--- src/rtl/mmio_router_pkg.sv ---
// Shared definitions for the MMIO router: port indices, decode-error data and the default region map.
package mmio_router_pkg;

    typedef logic [3:0] port_idx_t;

    localparam port_idx_t PORT_RAM   = 4'd0;
    localparam port_idx_t PORT_VIDEO = 4'd1;
    localparam port_idx_t PORT_KBD   = 4'd2;
    localparam port_idx_t PORT_AES   = 4'd3;
    localparam port_idx_t PORT_SPI   = 4'd4;
    localparam port_idx_t PORT_NONE  = 4'hF;

    localparam logic [31:0] DECERR_DATA = 32'hDEAD_BEEF;

    // Every region maps to RAM, matching the legacy static mux.
    localparam logic [63:0] DEFAULT_REGION_MAP = {16{4'h0}};

endpackage

--- src/rtl/mmio_region_decoder.sv ---
// Combinational region -> slave port lookup; flags entries that name no existing port.
module mmio_region_decoder
    import mmio_router_pkg::*;
#(
    parameter int unsigned                     NUM_PORTS    = 4,
    parameter int unsigned                     DECODE_WIDTH = 4,
    parameter logic [4*(2**DECODE_WIDTH)-1:0]  REGION_MAP   = DEFAULT_REGION_MAP
) (
    input  logic [DECODE_WIDTH-1:0] i_region,
    output port_idx_t               o_tgt,
    output logic                    o_unmapped
);

    port_idx_t w_entry;

    assign w_entry    = REGION_MAP[{i_region, 2'b00} +: 4];
    assign o_tgt      = w_entry;
    assign o_unmapped = (w_entry == PORT_NONE) || (w_entry >= 4'(NUM_PORTS));

endmodule

--- src/rtl/mmio_router.sv ---
// CPU-side MMIO router: region decode, valid/ready forwarding and in-order read return.
// Define MMIO_ROUTER_DECERR_EN to answer unmapped reads with DECERR_DATA and the error flag.
module mmio_router
    import mmio_router_pkg::*;
#(
    parameter int unsigned                     NUM_PORTS       = 4,
    parameter int unsigned                     DECODE_LSB      = 16,
    parameter int unsigned                     DECODE_WIDTH    = 4,
    parameter logic [4*(2**DECODE_WIDTH)-1:0]  REGION_MAP      = DEFAULT_REGION_MAP,
    parameter int unsigned                     MAX_OUTSTANDING = 4
) (
    input  logic                      clk_cpu_in,
    input  logic                      rst_n_in,
    input  logic                      cpu_req_valid_in,
    output logic                      cpu_req_ready_out,
    input  logic [31:0]               cpu_addr_in,
    input  logic [31:0]               cpu_data_in,
    input  logic [3:0]                cpu_we_in,
    output logic                      cpu_rsp_valid_out,
    output logic [31:0]               cpu_rsp_data_out,
    output logic                      cpu_rsp_err_out,
    output logic [NUM_PORTS-1:0]      slv_req_valid_out,
    input  logic [NUM_PORTS-1:0]      slv_req_ready_in,
    output logic [31:0]               slv_addr_out,
    output logic [31:0]               slv_data_out,
    output logic [3:0]                slv_we_out,
    input  logic [NUM_PORTS-1:0]      slv_rsp_valid_in,
    input  logic [32*NUM_PORTS-1:0]   slv_rsp_data_in
);

    localparam int unsigned CNT_W = $clog2(MAX_OUTSTANDING) + 1;

    logic [CNT_W-1:0] r_count;
    port_idx_t        r_cur_port;
    logic             r_err_pend;
    logic             r_rsp_valid;
    logic [31:0]      r_rsp_data;
    logic             r_rsp_err;

    port_idx_t        w_tgt_raw;
    port_idx_t        w_port;
    logic             w_unmapped;
    logic             w_route;
    logic             w_is_read;
    logic             w_stall;
    logic             w_slv_ready;
    logic             w_rsp_hit;
    logic [31:0]      w_rsp_sel;
    logic             w_accept;
    logic             w_rd_fwd;
    logic             w_capture;

    mmio_region_decoder #(
        .NUM_PORTS    (NUM_PORTS),
        .DECODE_WIDTH (DECODE_WIDTH),
        .REGION_MAP   (REGION_MAP)
    ) u_decoder (
        .i_region   (cpu_addr_in[DECODE_LSB +: DECODE_WIDTH]),
        .o_tgt      (w_tgt_raw),
        .o_unmapped (w_unmapped)
    );

`ifdef MMIO_ROUTER_DECERR_EN
    // Unmapped requests are absorbed by the router and never reach a slave.
    assign w_port  = w_tgt_raw;
    assign w_route = ~w_unmapped;
`else
    assign w_port  = w_unmapped ? PORT_RAM : w_tgt_raw;
    assign w_route = 1'b1;
`endif

    assign w_is_read = (cpu_we_in == 4'b0000);

    // Reads may only join an in-flight burst to the same port, which keeps returns in order.
    always_comb begin
        w_stall = r_err_pend;
        if (w_is_read) begin
            if (r_count == CNT_W'(MAX_OUTSTANDING)) w_stall = 1'b1;
            if ((r_count != '0) && ((w_port != r_cur_port) || !w_route)) w_stall = 1'b1;
        end
    end

    always_comb begin
        w_slv_ready = 1'b0;
        w_rsp_hit   = 1'b0;
        w_rsp_sel   = '0;
        for (int unsigned p = 0; p < NUM_PORTS; p++) begin
            if (w_port == 4'(p)) w_slv_ready = slv_req_ready_in[p];
            if (r_cur_port == 4'(p)) begin
                w_rsp_hit = slv_rsp_valid_in[p];
                w_rsp_sel = slv_rsp_data_in[32*p +: 32];
            end
        end
    end

    always_comb begin
        slv_req_valid_out = '0;
        for (int unsigned p = 0; p < NUM_PORTS; p++) begin
            slv_req_valid_out[p] = rst_n_in & cpu_req_valid_in & ~w_stall & w_route & (w_port == 4'(p));
        end
    end

    assign cpu_req_ready_out = rst_n_in & ~w_stall & (w_route ? w_slv_ready : 1'b1);
    assign slv_addr_out      = cpu_addr_in;
    assign slv_data_out      = cpu_data_in;
    assign slv_we_out        = cpu_we_in;

    assign w_accept  = cpu_req_valid_in & cpu_req_ready_out;
    assign w_rd_fwd  = w_accept & w_is_read & w_route;
    assign w_capture = (r_count != '0) & w_rsp_hit;

    always_ff @(posedge clk_cpu_in or negedge rst_n_in) begin
        if (!rst_n_in) begin
            r_count     <= '0;
            r_cur_port  <= PORT_RAM;
            r_err_pend  <= 1'b0;
            r_rsp_valid <= 1'b0;
            r_rsp_data  <= '0;
            r_rsp_err   <= 1'b0;
        end else begin
            r_rsp_valid <= 1'b0;
            r_rsp_err   <= 1'b0;
            r_err_pend  <= 1'b0;
            if (w_capture) begin
                r_rsp_valid <= 1'b1;
                r_rsp_data  <= w_rsp_sel;
            end
            case ({w_rd_fwd, w_capture})
                2'b10:   r_count <= r_count + CNT_W'(1);
                2'b01:   r_count <= r_count - CNT_W'(1);
                default: r_count <= r_count;
            endcase
            if (w_rd_fwd) r_cur_port <= w_port;
`ifdef MMIO_ROUTER_DECERR_EN
            // Only possible with nothing in flight, so it cannot collide with a slave capture.
            if (w_accept && w_is_read && !w_route) begin
                r_err_pend  <= 1'b1;
                r_rsp_valid <= 1'b1;
                r_rsp_data  <= DECERR_DATA;
                r_rsp_err   <= 1'b1;
            end
`endif
        end
    end

    assign cpu_rsp_valid_out = r_rsp_valid;
    assign cpu_rsp_data_out  = r_rsp_data;
    assign cpu_rsp_err_out   = r_rsp_err;

endmodule

--- config.mk ---
export PLATFORM = sky130hd
export DESIGN_NAME = mmio_router
export DESIGN_NICKNAME = d
export VERILOG_FILES = /design/src/rtl/mmio_router_pkg.sv /design/src/rtl/mmio_region_decoder.sv /design/src/rtl/mmio_router.sv
export SDC_FILE = /design/constraint.sdc
export NUM_CORES = 1
export LEC_CHECK = 0
export ABC_CLOCK_PERIOD_IN_PS = 4200
export BUFFER_PORTS_ARGS = -buffer_cell sky130_fd_sc_hd__buf_4
export CORE_AREA = 2 2 121 123
export DETAILED_ROUTE_END_ITERATION = 8
export DIE_AREA = 0 0 123 125
export GPL_TIMING_DRIVEN = 1
export HOLD_SLACK_MARGIN = 0.06
export PLACE_DENSITY = 0.65
export SETUP_SLACK_MARGIN = 0.3
export SLEW_MARGIN = 0
export SYNTH_ARGS = -nofsm -noshare
export SYNTH_HDL_FRONTEND = slang
export SYNTH_HIERARCHICAL = 1
export SYNTH_SLANG_ARGS = --single-unit
--- constraint.sdc ---
create_clock -name clk_cpu_in -period 4.2 [get_ports clk_cpu_in]
set_input_delay 0.42 -clock clk_cpu_in [delete_from_list [all_inputs] [get_ports clk_cpu_in]]
set_output_delay 0.42 -clock clk_cpu_in [all_outputs]
set_load 0.1 [all_outputs]
---- Word-level counts from Yosys, hierarchy flattened ----
Index checks and enable logic that the tools add are counted.
operators by class
  add/sub/neg operators ................... 2
  $lt $le $gt $ge ......................... 1
  reductions and logical operators ........ 7
  bitwise operators ....................... 12
  multiplexer cells ....................... 18
  div/mod/pow operators ................... 0
  $mul .................................... 0
  eq/ne operators ......................... 11
  shifts and indexed selects .............. 1
operator list
  operator                 count
  $mux 32                  4
  $shiftx 64x7->4 const A  1
  $eq 4x2->1 const B       4
  $logic_not 4->1          3
  $mux 1                   12
  $and 1x1->1              11
  $eq 4x1->1 const B       2
  $pmux 3 s2               1
  $eq 4x4->1 const B       1
  $ge 4x3->1 const B       1
  $mux 4                   1
  $ne 4x4->1               1
  $add 3x1->3 const B      1
  $eq 3x3->1 const B       1
  $reduce_bool 3->1        1
  $sub 3x1->3 const B      1
  $eq 2x1->1 const B       1
  $eq 2x2->1 const B       1
  $reduce_bool 2->1        1
  $logic_and 1x1->1        1
  $logic_or 1x1->1         1
  $not 1->1                1
storage, ports and cells
  output and inout bits ................... 107
  memories ................................ 0
  latch bits .............................. 0
  ROM bits ................................ 0
  register bits after elaboration ......... 40
  RAM bits ................................ 0
  word-level logic and storage cells ...... 56

---- Longest topological paths before layout ----
Gate-level depths: netlist (run 1).
  word-level depth ........................ 15
  depth in mapped cells ................... 13

---- Modules after synthesis ----
The synthesis (run 1) kept the hierarchy.
modules (own cells, without submodules)
  module               area an instance (sq um)  seq. area each (sq um)  times used  cells each
  mmio_router          3,206.8                   1,001.0                 1           317
  mmio_region_decoder  41.3                      0.0                     1           6

---- Least setup slack after synthesis (run 1) ----
Ideal clock, no wire load.
  path type ............................... register -> output
  start ................................... register r_count[0]
  end ..................................... output port slv_req_valid_out[0]
  path slack .............................. 1,230 ps
  path buffers ............................ 0
  arrival ................................. 2,550 ps
  required time ........................... 3,780 ps
  cell stages (with the launch flop) ...... 5
  cell sequence ........................... dfrtp_1 -> or3_1 -> and2_1 -> a211o_2 -> nor2_1
on the way
  longest elaborated chain between the ends .. 7
  elaborated cells on any way between the ends .. 9
  classes of those cells .................. eq/ne: 1; mux: 3; bitwise: 3; reduce/logical: 2
ends and longest elaborated chain
  element                                                 line                                  source
  from (decl)                                             mmio_router.sv:33                     logic [CNT_W-1:0] r_count;
  from (signal assigned)                                  mmio_router.sv:129                    2'b10: r_count <= r_count + CNT_W'(1);
  from (signal assigned)                                  mmio_router.sv:130                    2'b01: r_count <= r_count - CNT_W'(1);
  from (signal assigned)                                  mmio_router.sv:131                    default: r_count <= r_count;
  $eq 3x3->1 / $reduce_bool 3->1 (equally long branches)  mmio_router.sv:78, mmio_router.sv:79
  $mux 1 / $logic_and 1x1->1 (equally long branches)      mmio_router.sv:78, mmio_router.sv:79
  $mux 1 (*)                                              mmio_router.sv:79                     if ((r_count != '0) && ((w_port != r_cur_port) || !w_route)) w_stall = 1'b1;
  $mux 1 (*)                                              mmio_router.sv:77                     if (w_is_read) begin
  $not 1->1 (*)                                           mmio_router.sv:99                     slv_req_valid_out[p] = rst_n_in & cpu_req_valid_in & ~w_stall & w_route & (w_port == 4'(p));
  $and 1x1->1 (*) (2 in a row)                            mmio_router.sv:99
  to (decl)                                               mmio_router.sv:22                     output logic [NUM_PORTS-1:0] slv_req_valid_out,
Every way passes the cells marked *; elsewhere a longest branch is shown, timed or not.

---- Worst setup path in the final report (run 1) ----
  start ................................... register r_cur_port[0]
  end ..................................... register r_count[2]
on the way
  elaborated cells on any way between the ends .. 22
  classes of those cells .................. eq/ne: 6; mux: 7; bitwise: 6; reduce/logical: 3
RTL lines
  element                                                 line                source
  from (decl)                                             mmio_router.sv:34   port_idx_t r_cur_port;
  from (signal assigned)                                  mmio_router.sv:133  if (w_rd_fwd) r_cur_port <= w_port;
  $logic_not 4->1                                         mmio_router.sv:89   if (r_cur_port == 4'(p)) begin
  $mux 1 (3 in a row)                                     mmio_router.sv:89
  $mux 1 (*)                                              mmio_router.sv:89
  $and 1x1->1 (*)                                         mmio_router.sv:110  assign w_capture = (r_count != '0) & w_rsp_hit;
  named net w_capture                                     mmio_router.sv:51   logic w_capture;
  $eq 2x1->1 / $eq 2x2->1 (equally long branches)         mmio_router.sv:128  case ({w_rd_fwd, w_capture})
  $pmux 3 s2 / $reduce_bool 2->1 (equally long branches)  --
The timed path passes the listed nets; every way through them passes the cells marked *.
A chain may end at the register's enable or synchronous reset.

==> results of run 1 <==
cell type report:
type                    count  area share (%)
multi-input cells         186            36.1
repair buffers            185            31.9
flip-flops and latches     40            23.0
well taps                 184            5.28
clock buffers               6            2.96
inverters                   7           0.603
clock inverters             1           0.115
state kept, by name (all words and copies together) (netlist names):
signal and flops:
r_count 3, cpu_rsp_data_out 32, r_cur_port 4, cpu_rsp_valid_out 1
kinds of logic after synthesis:
family                     Yosys count
AOI/OAI and AO/OA                   42
xor gates and xnor gates             6
adders and majority gates            2
buffers and inverters              101
DFF                                 40
muxes                               37
other                                2
and+or+nand+nor                     93
cell usage in the layout (no fill, tap or decap), types with 2 or more instances in the layout:
cell type and instances:
buf_4 185, nand2_1 69, dfrtp_1 38, mux4_2 33
o21ai_0 32, inv_1 7, conb_1 6, nor2_1 5
clkbuf_16 5, xor2_1 3, xnor2_1 3, a21oi_1 3
and2b_2 3, nand3b_1 2, o21ba_2 2, nor3_1 2
nor4_1 2, nand3_1 2, mux2i_1 2, mux2_2 2
dfrtp_2 2
power groups by stage:
stage | combinational, mW | sequential (mW) | clock [mW]
after global routing | 1.55 | 0.597 | 0.400
after detailed placement | 1.49 | 0.591 | 0
final | 1.47 | 0.581 | 0.361
after global placement | 1.46 | 0.586 | 0
after CTS | 1.49 | 0.584 | 0.384
after floorplan | 0.622 | 1.37 | 0
per-stage QoR:
stage | util [%] | total power, mW | instances | worst slack [ps] | hold slack (ps)
after floorplan | - | 1.99 | 327 | 1230 | 124
after global placement | 29.7 | 2.05 | 602 | 1620 | 449
after detailed placement | 29.7 | 2.08 | 602 | 1500 | 453
after CTS | 30.7 | 2.46 | 609 | 1490 | 153
after global routing | 30.7 | 2.55 | 609 | 1390 | 181
final | 30.7 | 2.41 | 609 | 1560 | 137
critical path, stage by stage, from the launching register on:
cell	delay, ps
dfrtp_2	370
buf_4	550
mux4_2	610
nand3_2	80
inv_1	50
ha_1	200
inv_1	70
fa_1	180
xor2_1	180
nor2_1	70
xor2_1	140
metal layers:
| layer | vias to the layer above | share of wire, % | track usage (%) |
|---|---|---|---|
| li1 | 1233 | - | - |
| met1 | 1242 | 37 | 13.0 |
| met2 | 158 | 50 | 21.1 |
| met3 | 35 | 11 | 4.29 |
| met4 | 0 | 2.4 | 4.34 |
| met5 | - | 0 | 0 |
worst max path at each step:
stage,end,slack (ps),cells after the start
finish,r_count[2],1560,10
CTS,r_count[2],1490,10
global route,r_count[2],1390,10
floorplan,slv_req_valid_out[0],1230,4
detailed placement,r_count[2],1500,10
global placement,r_count[2],1620,10
==> reports/qor.log, run 1 <==
INFO  clock_network  worst_skew_pair.late_latency=280ps
INFO  critical_path  cp_arrival=2810ps
INFO  run_status     violations=max-slew violations
INFO  synthesis      synth_compound_area_share=8.05%
INFO  detailed_routing drc=0
INFO  grt            global_route.overflow_total=0
INFO  synthesis      count_of_flip_flops_with_a_built_in_enable_after_synthesis=0
INFO  final_layout   fillCellCount=1,489
INFO  clock_network  clock_sinks=40
INFO  critical_path  critical_path_peak_fanout=34
INFO  floorplanning  fp.dieArea=15,400um^2
INFO  critical_path  setup.worst_path.class=register to register
INFO  synthesis      synthArstFlopShare=100%
INFO  final_layout   layout.area.seq=1000um^2
INFO  floorplanning  dieHeight=125um
INFO  synthesis      synth.yosys.seq_area_share=30.8%
INFO  timing         worst_pin_slew=3820ps
INFO  job            max_cap_violations=0
INFO  place          gp_routability_congestion=0.726
INFO  place          count_of_buffers_inserted_at_the_top_level_ports=181
INFO  final_layout   area_of_the_multi_input_gates=1580um^2
INFO  timing         max-slew-margin-rel=-157%
INFO  synthesis      synthAdderAreaFrac=1.00%
INFO  clock_network  cts-buffers-inserted=5
INFO  synthesis      top_post_synthesis_cells_by_count=75 x buf_4, 69 x nand2_1, 40 x dfrtp_1
INFO  synthesis      synthMuxAreaShare=24.2%
INFO  power_and_ir_drop peakVddDrop=0.178mV
INFO  place          dpl.hpwl=7390um
INFO  detailed_routing post_drt_wl_per_cell=15.6um
INFO  power_and_ir_drop total_switching_power=1.31mW
INFO  detailed_routing drt-pass1-iter-count=4
INFO  power_and_ir_drop clock_share_of_power=14.9%
INFO  synthesis      synth_top_flop_cell=dfrtp_1
INFO  clock_network  total_of_hold_buffers_inserted_after_clock_tree_synthesis=0
INFO  synthesis      syn_area=3250um^2
INFO  synthesis      synthesis.yosys.warnings=6
INFO  timing         finClkSkew=5.79ps
INFO  timing         final-setup-viol-count=0
INFO  detailed_routing detail_route.vias_per_cell=4.38
INFO  synthesis      postSynthAreaPerCell=10.1um^2
INFO  synthesis      synth.ff_latch_count=40
INFO  detailed_routing ant_nets=0
INFO  place          detailed_place.area=4220um^2
INFO  synthesis      synth.most_common_cell=buf_4
INFO  timing         rsz0062_at_grt=false
INFO  clock_network  cts.reportedPaths.clkPinSlew=60ps
INFO  final_layout   design.final.nets=634
INFO  floorplanning  ios=314
INFO  critical_path  worstReg2RegStart=r_cur_port[0]
INFO  grt            gr-usage-all-layers=12.0%
INFO  floorplanning  fp.coreArea=14,200um^2
INFO  detailed_routing drtIter0Drc=45
INFO  critical_path  critPathRequiredTime=4360ps
INFO  clock_network  root_buffer=clkbuf_16
INFO  clock_network  clockBufferDepth=2
INFO  critical_path  crit_path_end_kind=register
INFO  final_layout   post-route-cell-area=4360um^2
INFO  final_layout   layout-area-overhead-vs-synth=34.2%
INFO  timing         finalHoldViolCount=0
INFO  floorplanning  dieWidth=123um
INFO  synthesis      synthCells=323
INFO  critical_path  r2r_end=r_count[2]
INFO  grt            number_of_global_route_vias_before_repair=2,845
INFO  power_and_ir_drop cellPowerDensity=554nW/um^2
INFO  final_layout   post_route_cells_drive_above_1_share=56.2%
INFO  final_layout   n_antenna_cell=0
INFO  critical_path  worstRegToRegCells=10
INFO  hold_path      hold_path_class=input port to async pin
INFO  power_and_ir_drop p_int=1.10mW
INFO  timing         max_clock_freq=0.378GHz
INFO  clock_network  post-cts-setup-buffer-count=0
INFO  detailed_routing via_count=2,668
INFO  grt            grt_start_max_net_pins=65
INFO  clock_network  clock_tree_from_tritoncts=done
INFO  detailed_routing drt-total-wl=9490um
INFO  clock_network  cts_resized=0
INFO  power_and_ir_drop net_switching_share_of_the_total_power=54.3%
INFO  synthesis      netlist_top_cells_area=dfrtp_1 31%, mux4_2 23%, buf_4 17%
INFO  synthesis      ys_types=35
INFO  clock_network  htree_num_levels=2
INFO  critical_path  worstSetupStartpoint=r_cur_port[0]
INFO  timing         final-max-slew-violation-count=3
INFO  run_status     result_of_the_run=complete, but fails checks
INFO  synthesis      synth_top_family_by_area=multiplexers
INFO  power_and_ir_drop total_leakage_power=2.06nW
INFO  timing         fin_crit=2640ps
INFO  grt            grt_antenna_before_repair=0
INFO  synthesis      yosys.area_share.xor_xnor=1.62%
INFO  synthesis      synthDominantAreaCellType=dfrtp_1
INFO  floorplanning  start_util=22.9%
INFO  critical_path  cp-start-kind=register
INFO  timing         setup-tns-final=0ps
INFO  timing         fin_crit_sh=62.9%
INFO  critical_path  ff2ff_setup_slack=1560ps
INFO  floorplanning  num_rows=44
INFO  power_and_ir_drop seq_power_share=24.1%
INFO  grt            grt_pass1_wl=14,300um
INFO  power_and_ir_drop power.combinational.fraction=61.0%
INFO  synthesis      synth_top_cell_area_share=30.8%
INFO  synthesis      share_of_synthesized_cell_area_in_and_or_nand_and_nor_gates=12.6%
(Power assumes the default switching activity.)
==> run 2, diff against run 1 <==
--- a/config.mk
+++ b/config.mk
@@ -5,14 +5,15 @@
 export SDC_FILE = /design/constraint.sdc
 export NUM_CORES = 1
 export LEC_CHECK = 0
-export ABC_CLOCK_PERIOD_IN_PS = 4200
+export ABC_AREA = 1
+export ABC_CLOCK_PERIOD_IN_PS = 2150
 export BUFFER_PORTS_ARGS = -buffer_cell sky130_fd_sc_hd__buf_4
-export CORE_AREA = 2 2 121 123
+export CORE_AREA = 2 2 123 125
 export DETAILED_ROUTE_END_ITERATION = 8
-export DIE_AREA = 0 0 123 125
+export DIE_AREA = 0 0 125 127
 export GPL_TIMING_DRIVEN = 1
 export HOLD_SLACK_MARGIN = 0.06
-export PLACE_DENSITY = 0.65
+export PLACE_DENSITY = 0.67
 export SETUP_SLACK_MARGIN = 0.3
 export SLEW_MARGIN = 0
 export SYNTH_ARGS = -nofsm -noshare
==> constraint.sdc (replaced) <==
create_clock -name clk_cpu_in -period 2.15 [get_ports clk_cpu_in]
set_input_delay 0.215 -clock clk_cpu_in [delete_from_list [all_inputs] [get_ports clk_cpu_in]]
set_output_delay 0.215 -clock clk_cpu_in [all_outputs]
set_load 0.1 [all_outputs]
==> run 2 against run 1 <==
The run ends with max-slew violations, negative setup slack left. Setup slack worse by 1600 ps. Total power up 150%. Die area up 3.3%. Sequential cell count unchanged. Sequential power up 120%. Core utilization up 5.5 points. Clock skew up 1.3 ps. Final cell count up 37%. Synthesized cell count up 61%. Via count up 37%. Largest cell class is now non-clock buffers. Highest routed layer unchanged.
==> reports/qor.log, run 2 <==
INFO  synthesis      syn_area=3400um^2 [+4.7%]
INFO  floorplanning  dieWidth=125um [+1.6%]
INFO  job            max_cap_violations=0 [unchanged]
INFO  detailed_routing via_count=3,668 [+37%]
INFO  timing         fin_crit=2230ps [-413 ps]
INFO  synthesis      synthesis.yosys.warnings=6 [unchanged]
INFO  grt            gr-usage-all-layers=13.5% [+1.5 points]
INFO  timing         finClkSkew=7.06ps [+1.27 ps]
INFO  clock_network  cts.reportedPaths.clkPinSlew=60ps [about the same]
INFO  floorplanning  num_rows=44 [unchanged]
INFO  floorplanning  start_util=23.6% [+0.70 points]
INFO  grt            grt_antenna_before_repair=0 [unchanged]
INFO  timing         setup_slack=-79.9ps [-1640 ps]
INFO  final_layout   layout_commonest_cell=buf_4
INFO  synthesis      synth.most_common_cell=inv_1
INFO  final_layout   layout-area-overhead-vs-synth=53.7%
INFO  grt            grt_pass1_wl=17,300um [+21%]
INFO  timing         max-slew-margin-rel=-15.5% [+140 points]
INFO  power_and_ir_drop power.combinational.fraction=66.7% [+5.7 points]
INFO  timing         worst_pin_slew=1730ps [-2100 ps]
INFO  power_and_ir_drop net_switching_share_of_the_total_power=58.5% [+4.3 points]
INFO  detailed_routing drtIter0Drc=187 [+320%]
INFO  detailed_routing drc=0 [unchanged]
INFO  power_and_ir_drop total_switching_power=3.49mW [+170%]
INFO  grt            number_of_global_route_vias_before_repair=3,490 [+23%]
INFO  synthesis      synthArstFlopShare=100% [unchanged]
INFO  synthesis      top_post_synthesis_cells_by_count=108 x inv_1, 88 x nand2_1, 78 x buf_4
INFO  grt            grt_start_max_net_pins=66 [+1.5%]
INFO  detailed_routing ant_nets=0 [unchanged]
INFO  detailed_routing post_drt_wl_per_cell=14.7um [-5.6%]
INFO  grt            global_route.overflow_total=0 [unchanged]
INFO  place          dpl.hpwl=8070um [+9.3%]
INFO  final_layout   post_route_cells_drive_above_1_share=43.6% [-13 points]
INFO  floorplanning  fp.coreArea=14,400um^2 [+1.6%]
INFO  synthesis      synth_top_cell_area_share=29.4% [-1.4 points]
INFO  clock_network  worst_skew_pair.late_latency=280ps [about the same]
INFO  detailed_routing detail_route.vias_per_cell=4.39 [+0.15%]
INFO  floorplanning  ios=314 [unchanged]
INFO  synthesis      synth.yosys.seq_area_share=29.4% [-1.4 points]
INFO  synthesis      synthCells=519 [+61%]
INFO  clock_network  total_of_hold_buffers_inserted_after_clock_tree_synthesis=0 [unchanged]
INFO  floorplanning  dieHeight=127um [+1.6%]
INFO  synthesis      synthDominantAreaCellType=dfrtp_1
INFO  floorplanning  fp.dieArea=15,900um^2 [+3.3%]
INFO  clock_network  clock_sinks=40 [unchanged]
INFO  final_layout   n_antenna_cell=0 [unchanged]
INFO  run_status     result_of_the_run=complete, but fails checks
INFO  timing         final-setup-viol-count=1 [+1]
INFO  power_and_ir_drop total_power=5.96mW [+150%]
INFO  detailed_routing drt-pass1-iter-count=4 [unchanged]
INFO  power_and_ir_drop clock_share_of_power=12.1% [-2.8 points]
INFO  clock_network  root_buffer=clkbuf_16
INFO  power_and_ir_drop seq_power_share=21.2% [-2.9 points]
INFO  power_and_ir_drop p_int=2.47mW [+120%]
INFO  timing         worst_hold_slack=52.9ps [-84.4 ps]
INFO  clock_network  clock_tree_from_tritoncts=done
INFO  detailed_routing drt-total-wl=12,300um [+30%]
INFO  clock_network  clockBufferDepth=2 [unchanged]
INFO  power_and_ir_drop peakVddDrop=0.534mV [+200%]
INFO  timing         final-max-slew-violation-count=3 [unchanged]
INFO  power_and_ir_drop total_leakage_power=2.74nW [+34%]
INFO  power_and_ir_drop cellPowerDensity=1140nW/um^2 [+110%]
INFO  synthesis      ys_types=23 [-34%]
INFO  critical_path  setup.worst_path.class=register to register
INFO  final_layout   most-common-layout-cells=199 x buf_4, 107 x inv_1, 81 x nand2_1, 37 x dfrtp_1
INFO  critical_path  critPathRequiredTime=2320ps [-2040 ps]
INFO  place          gp_routability_congestion=0.811 [+12%]
INFO  timing         setup-tns-final=-79.9ps [-79.9 ps]
INFO  critical_path  critical_path_peak_fanout=4 [-88%]
INFO  hold_path      hold_path_class=input port to async pin
INFO  synthesis      synth.ff_latch_count=40 [unchanged]
INFO  place          dpl_worst_slack=-4.92ps [-1510 ps]
INFO  synthesis      postSynthAreaPerCell=6.55um^2 [-35%]
INFO  synthesis      netlist_top_cells_area=dfrtp_1 29%, buf_4 17%, inv_1 12%
INFO  critical_path  cp_arrival=2400ps [-410 ps]
INFO  timing         max_clock_freq=0.448GHz [+19%]
INFO  synthesis      synth_top_flop_cell=dfrtp_1
INFO  critical_path  crit_path_end_kind=register
INFO  timing         fin_crit_sh=104% [+41 points]
INFO  final_layout   design.final.nets=861 [+36%]
INFO  final_layout   largest_register_ff_count=32 [unchanged]
INFO  synthesis      count_of_flip_flops_with_a_built_in_enable_after_synthesis=0 [unchanged]
INFO  clock_network  htree_num_levels=2 [unchanged]
INFO  place          count_of_buffers_inserted_at_the_top_level_ports=181 [unchanged]
INFO  critical_path  cp-start-kind=register
INFO  timing         finalHoldViolCount=0 [unchanged]
INFO  timing         rsz0062_at_grt=true
INFO  clock_network  cts-buffers-inserted=5 [unchanged]
INFO  run_status     violations=max-slew violations, negative setup slack
## run 2: cell count changes in the layout (fill, tap and decap cells not counted), sizes merged, moves of 19 or more
cell   delta
a21oi    +32
buf      +31
inv     +104
mux4     -33
nand2    +19
nand3    +44
o22ai    +32
## run 2: layout make-up
type | count | area, um^2
fillers | 1541 | 9200
repair buffers | 219 | 1840
multi-input cells | 275 | 1600
flip-flops and latches | 40 | 1000
inverters | 111 | 419
well taps | 184 | 230
clock buffers | 6 | 129
clock inverters | 1 | 5.00
## run 2: metal layers
metal | track usage [%] | up-vias | wire length (um)
met5 | 0 | - | 0
met4 | 5.95 | 0 | 362
met3 | 3.94 | 38 | 889
met2 | 23.1 | 172 | 5930
met1 | 15.7 | 1648 | 5110
li1 | - | 1810 | -
## run 2: kinds of logic (layout without fill, tap and decap cells)
family / after synthesis / after routing / synth area share (%)
XOR/XNOR: 3 / 3 / 0.773
other: 2 / 6 / 0.221
adder cells (fa/ha/maj): 2 / 2 / 0.957
AND/OR/NAND/NOR: 157 / 157 / 19.7
AO/OA/AOI/OAI: 107 / 107 / 17.2
buffers and inverters: 208 / 337 / 31.7
flip-flops: 40 / 40 / 29.4
## run 2: final timing paths
path	from	end	slack, ps	cells past startpoint
max	r_cur_port[2]	r_count[2]	-80	14
min	rst_n_in	cpu_rsp_data_out[20]	50	2
max reg2reg	r_cur_port[2]	r_count[2]	-80	14
min reg2reg	r_count[0]	r_count[0]	470	1
max in group asynchronous	rst_n_in	cpu_rsp_data_out[13]	1690	2
min in group clk_cpu_in	slv_rsp_data_in[109]	cpu_rsp_data_out[13]	250	5
## run 2: per-stage QoR
step           utilization, %  instance area, um^2  cells
2_1_floorplan               -                 3450    523
3_3_place_gp             31.3                 4520    808
3_5_place_dp             31.3                 4520    808
4_1_cts                  32.9                 4750    823
5_1_grt                  36.2                 5230    836
6_report                 36.2                 5230    836
## run 2: power by group through the flow
stage | combinational [mW] | sequential (mW) | clock, mW
floorplan | 1.29 | 3.40 | 0
global route | 4.16 | 1.31 | 0.787
detailed placement | 3.82 | 1.26 | 0
global placement | 3.80 | 1.26 | 0
CTS | 3.84 | 1.26 | 0.762
finish | 3.97 | 1.26 | 0.723
## run 2: critical path, cell delays in order, from the launching register on
cell,delay (ps)
dfrtp_2,440
buf_6,130
nor3_4,140
nand2_1,90
inv_2,60
nand2_1,40
nand2_1,80
nor2_2,50
nor3_4,200
ha_4,180
inv_4,30
fa_2,330
a21oi_1,140
o21ai_1,90
xnor2_1,130
## run 2: timing repair
item / CTS / global route
gates resized for setup: 11 / 71
pin swaps: 2 / 52
setup endpoints to repair: 37 / 37
setup buffers: 8 / 9
cloned: 0 / 4
==> run 3, diff against run 2 <==
--- a/config.mk
+++ b/config.mk
@@ -8,15 +8,14 @@
 export ABC_AREA = 1
 export ABC_CLOCK_PERIOD_IN_PS = 2150
 export BUFFER_PORTS_ARGS = -buffer_cell sky130_fd_sc_hd__buf_4
-export CORE_AREA = 2 2 123 125
+export CORE_AREA = 2 2 121 123
 export DETAILED_ROUTE_END_ITERATION = 8
-export DIE_AREA = 0 0 125 127
+export DIE_AREA = 0 0 123 125
 export GPL_TIMING_DRIVEN = 1
 export HOLD_SLACK_MARGIN = 0.06
-export PLACE_DENSITY = 0.67
+export PLACE_DENSITY = 0.58
 export SETUP_SLACK_MARGIN = 0.3
 export SLEW_MARGIN = 0
 export SYNTH_ARGS = -nofsm -noshare
 export SYNTH_HDL_FRONTEND = slang
-export SYNTH_HIERARCHICAL = 1
 export SYNTH_SLANG_ARGS = --single-unit
==> run 3 against run 2 <==
The run now ends clean. Fmax up 24%. Sequential power down 10%. Clock power up 15%. First-iteration DRC count down 67%. Combinational power down 19%. Total power down 13%. Setup slack better by 430 ps. Non-clock buffer count down 131. Critical path type unchanged. Critical endpoint unchanged. Largest cell class is now registers.
==> reports/qor.log, run 3 <==
INFO  critical_path  cp_arrival=1970ps [-430 ps]
INFO  synthesis      synth_top_flop_cell=dfrtp_1
INFO  detailed_routing route.top_layer_used=met4
INFO  synthesis      synthDominantAreaCellType=dfrtp_1
INFO  synthesis      synthArstFlopShare=100% [unchanged]
INFO  detailed_routing met1_length=1920um [-62%]
INFO  clock_network  clockBufferDepth=2 [unchanged]
INFO  floorplanning  dieHeight=125um [-1.6%]
INFO  timing         setup-tns-final=0ps [+79.9 ps]
INFO  critical_path  cp-start-kind=register
INFO  timing         fin_crit=1800ps [-432 ps]
INFO  grt            gr-usage-all-layers=6.62% [-6.9 points]
INFO  synthesis      synth_top_family_by_area=buffers and inverters
INFO  synthesis      synth_compound_area_share=0.243% [-17 points]
INFO  floorplanning  start_util=14.5% [-9.0 points]
INFO  critical_path  crit_top_cell=nand2_2
INFO  place          gp_routability_congestion=0.616 [-24%]
INFO  synthesis      synth.yosys.seq_area_share=43.7% [+14 points]
INFO  synthesis      synth.ff_latch_count=36 [-10%]
INFO  synthesis      yosys.area_share.xor_xnor=0.424% [-0.35 points]
INFO  place          count_of_buffers_inserted_at_the_top_level_ports=79 [-56%]
INFO  critical_path  critPathRequiredTime=2320ps [about the same]
INFO  critical_path  critical_path_peak_fanout=3 [-1]
INFO  detailed_routing ant_nets=0 [unchanged]
INFO  critical_path  crit_path_top_delay_cell=dfrtp_1
INFO  timing         finalHoldViolCount=0 [unchanged]
INFO  power_and_ir_drop peakVddDrop=0.670mV [+26%]
INFO  clock_network  total_of_hold_buffers_inserted_after_clock_tree_synthesis=0 [unchanged]
INFO  clock_network  worst_skew_pair.late_latency=280ps [about the same]
INFO  synthesis      count_of_flip_flops_with_a_built_in_enable_after_synthesis=0 [unchanged]
INFO  grt            grt_start_max_net_pins=38 [-42%]
INFO  synthesis      synthCells=244 [-53%]
INFO  detailed_routing drt-total-wl=5010um [-59%]
INFO  timing         finClkSkew=3.31ps [-3.75 ps]
INFO  run_status     result_of_the_run=finished, final reports clean
INFO  detailed_routing detail_route.vias_per_cell=3.23 [-26%]
INFO  timing         fin_crit_sh=83.6% [-20 points]
INFO  detailed_routing drt-pass1-iter-count=3 [-1]
INFO  timing         final-max-slew-violation-count=0 [-3]
INFO  final_layout   post_route_cells_drive_above_1_share=45.3% [+1.7 points]
INFO  final_layout   layout-area-overhead-vs-synth=25.1%
INFO  floorplanning  dieWidth=123um [-1.6%]
INFO  clock_network  htree_num_levels=2 [unchanged]
INFO  critical_path  path_cells=nor2_2 -> nand2_2 -> nor2_4 -> nor2_4 -> nand2_2 -> ha_4 -> inv_4 -> fa_2 -> nand2_2 -> nand3_2 -> nand2_1 -> nand2_1
INFO  floorplanning  num_rows=44 [unchanged]
INFO  critical_path  setup.worst_path.class=register to register
INFO  final_layout   largest_register_ff_count=32 [unchanged]
INFO  detailed_routing via_count=1,451 [-60%]
INFO  final_layout   layout_commonest_cell=nand2_1
INFO  place          dpl.hpwl=3510um [-57%]
INFO  grt            number_of_global_route_vias_before_repair=1,498 [-57%]
INFO  grt            grt_pass1_wl=7490um [-57%]
INFO  timing         rsz0062_at_grt=true
INFO  timing         max_clock_freq=0.556GHz [+24%]
INFO  power_and_ir_drop total_leakage_power=1.35nW [-51%]
INFO  synthesis      postSynthAreaPerCell=8.46um^2 [+29%]
INFO  critical_path  crit_path_end_kind=register
INFO  hold_path      hold_path_class=input port to async pin
INFO  clock_network  clock_tree_from_tritoncts=done
INFO  grt            global_route.overflow_total=0 [unchanged]
INFO  job            max_cap_violations=0 [unchanged]
INFO  synthesis      ys_types=19 [-17%]
INFO  floorplanning  fp.coreArea=14,200um^2 [-1.5%]
INFO  critical_path  critical-path-max-stage-delay=400ps [-40 ps]
INFO  power_and_ir_drop total_power=5.18mW [-13%]
INFO  floorplanning  fp.dieArea=15,400um^2 [-3.1%]
INFO  clock_network  clock_sinks=36 [-10%]
INFO  clock_network  root_buffer=clkbuf_16
INFO  final_layout   most-common-layout-cells=92 x nand2_1, 88 x buf_4, 36 x dfrtp_1, 14 x nand2_2, 6 x inv_1
INFO  power_and_ir_drop cellPowerDensity=2010nW/um^2 [+76%]
INFO  grt            grt_antenna_before_repair=0 [unchanged]
INFO  detailed_routing drtIter0Drc=61 [-67%]
INFO  final_layout   n_antenna_cell=0 [unchanged]
INFO  detailed_routing drc=0 [unchanged]
INFO  synthesis      synthesis.yosys.warnings=0 [-6]
INFO  detailed_routing post_drt_wl_per_cell=11.2um [-24%]
INFO  synthesis      netlist_top_cells_area=dfrtp_1 44%, buf_4 27%, nand2_1 17%
INFO  timing         final-setup-viol-count=0 [-1]
INFO  synthesis      synthAdderAreaFrac=1.58% [+0.62 points]
INFO  synthesis      synthMuxAreaShare=0% [unchanged]
INFO  detailed_routing wl_met2=2380um [-60%]
INFO  final_layout   design.final.nets=473 [-45%]
INFO  clock_network  cts-buffers-inserted=5 [unchanged]
INFO  synthesis      synth_top_cell_area_share=43.7% [+14 points]
INFO  synthesis      share_of_synthesized_cell_area_in_and_or_nand_and_nor_gates=23.0% [+3.3 points]
INFO  synthesis      syn_area=2060um^2 [-39%]
INFO  synthesis      synth.most_common_cell=nand2_1
INFO  detailed_routing met3RoutedLength=528um [-41%]
INFO  floorplanning  ios=314 [unchanged]
INFO  final_layout   finish.utilization=18.2% [-18 points]
INFO  synthesis      top_post_synthesis_cells_by_count=96 x nand2_1, 75 x buf_4, 36 x dfrtp_1
INFO  clock_network  cts.reportedPaths.clkPinSlew=60ps [about the same]
==> run 3: through the flow <==
step	worst slack, ps	cells	hold slack [ps]	area [um^2]
after floorplan	151	247	-80.6	2090
after global placement	230	435	369	2340
after detailed placement	169	435	380	2340
after CTS	352	446	63.9	2530
after global routing	266	449	81.4	2580
final	352	449	33.1	2580
==> run 3: layout make-up <==
cell class,instances,area (um^2)
inverter,9,38.8
timing repair buffer,88,661
multi-input combinational,124,587
tap,184,230
sequential,36,901
fill,1609,11600
clock inverter,2,35.0
clock buffer,6,129
==> run 3: power breakdown <==
group / switching, mW / internal (mW) / leakage, nW / total, mW
combinational: 2.56 / 0.658 / 0.832 / 3.21
clock: 0.283 / 0.545 / 0.0808 / 0.828
sequential: 0.169 / 0.966 / 0.440 / 1.13
==> run 3: final timing paths <==
path	start	end	slack (ps)	depth (start not counted)
setup reg to reg	r_count[1]	r_count[2]	350	12
hold reg to reg	cpu_rsp_data_out[24]	cpu_rsp_data_out[24]	480	2
setup / recovery	r_count[1]	r_count[2]	350	12
max in group asynchronous	rst_n_in	cpu_rsp_data_out[22]	1770	2
min in group clk_cpu_in	slv_rsp_data_in[15]	cpu_rsp_data_out[15]	120	3
hold / removal	rst_n_in	cpu_rsp_data_out[25]	30	2
==> run 3: cells by family after synthesis <==
group	after synthesis
buffers and inverters	87
flip-flops	36
AND/OR/NAND/NOR	116
AO/OA/AOI/OAI	1
XOR/XNOR	1
other	1
adder cells (fa/ha/maj)	2
==> run 3: metal layers <==
layer / vias to the layer above / track usage, %
met5: - / 0
met4: 0 / 4.48
met3: 24 / 2.92
met2: 72 / 10.0
met1: 662 / 7.42
li1: 693 / -
==> run 3: timing repair <==
| item | 4_1_cts | 5_1_grt |
|---|---|---|
| pin swaps | 3 | 7 |
| setup buffers | 3 | 3 |
| setup endpoints to repair | 2 | 1 |
| resized for setup | 3 | 7 |
==> run 3: critical path, delay by kind of cell, from the launching register on <==
| kind | cells | cell delay (ps) |
|---|---|---|
| buf+inv | 1 | 40 |
| flops | 1 | 400 |
| simple gates | 9 | 740 |
| fa+ha+maj | 2 | 520 |
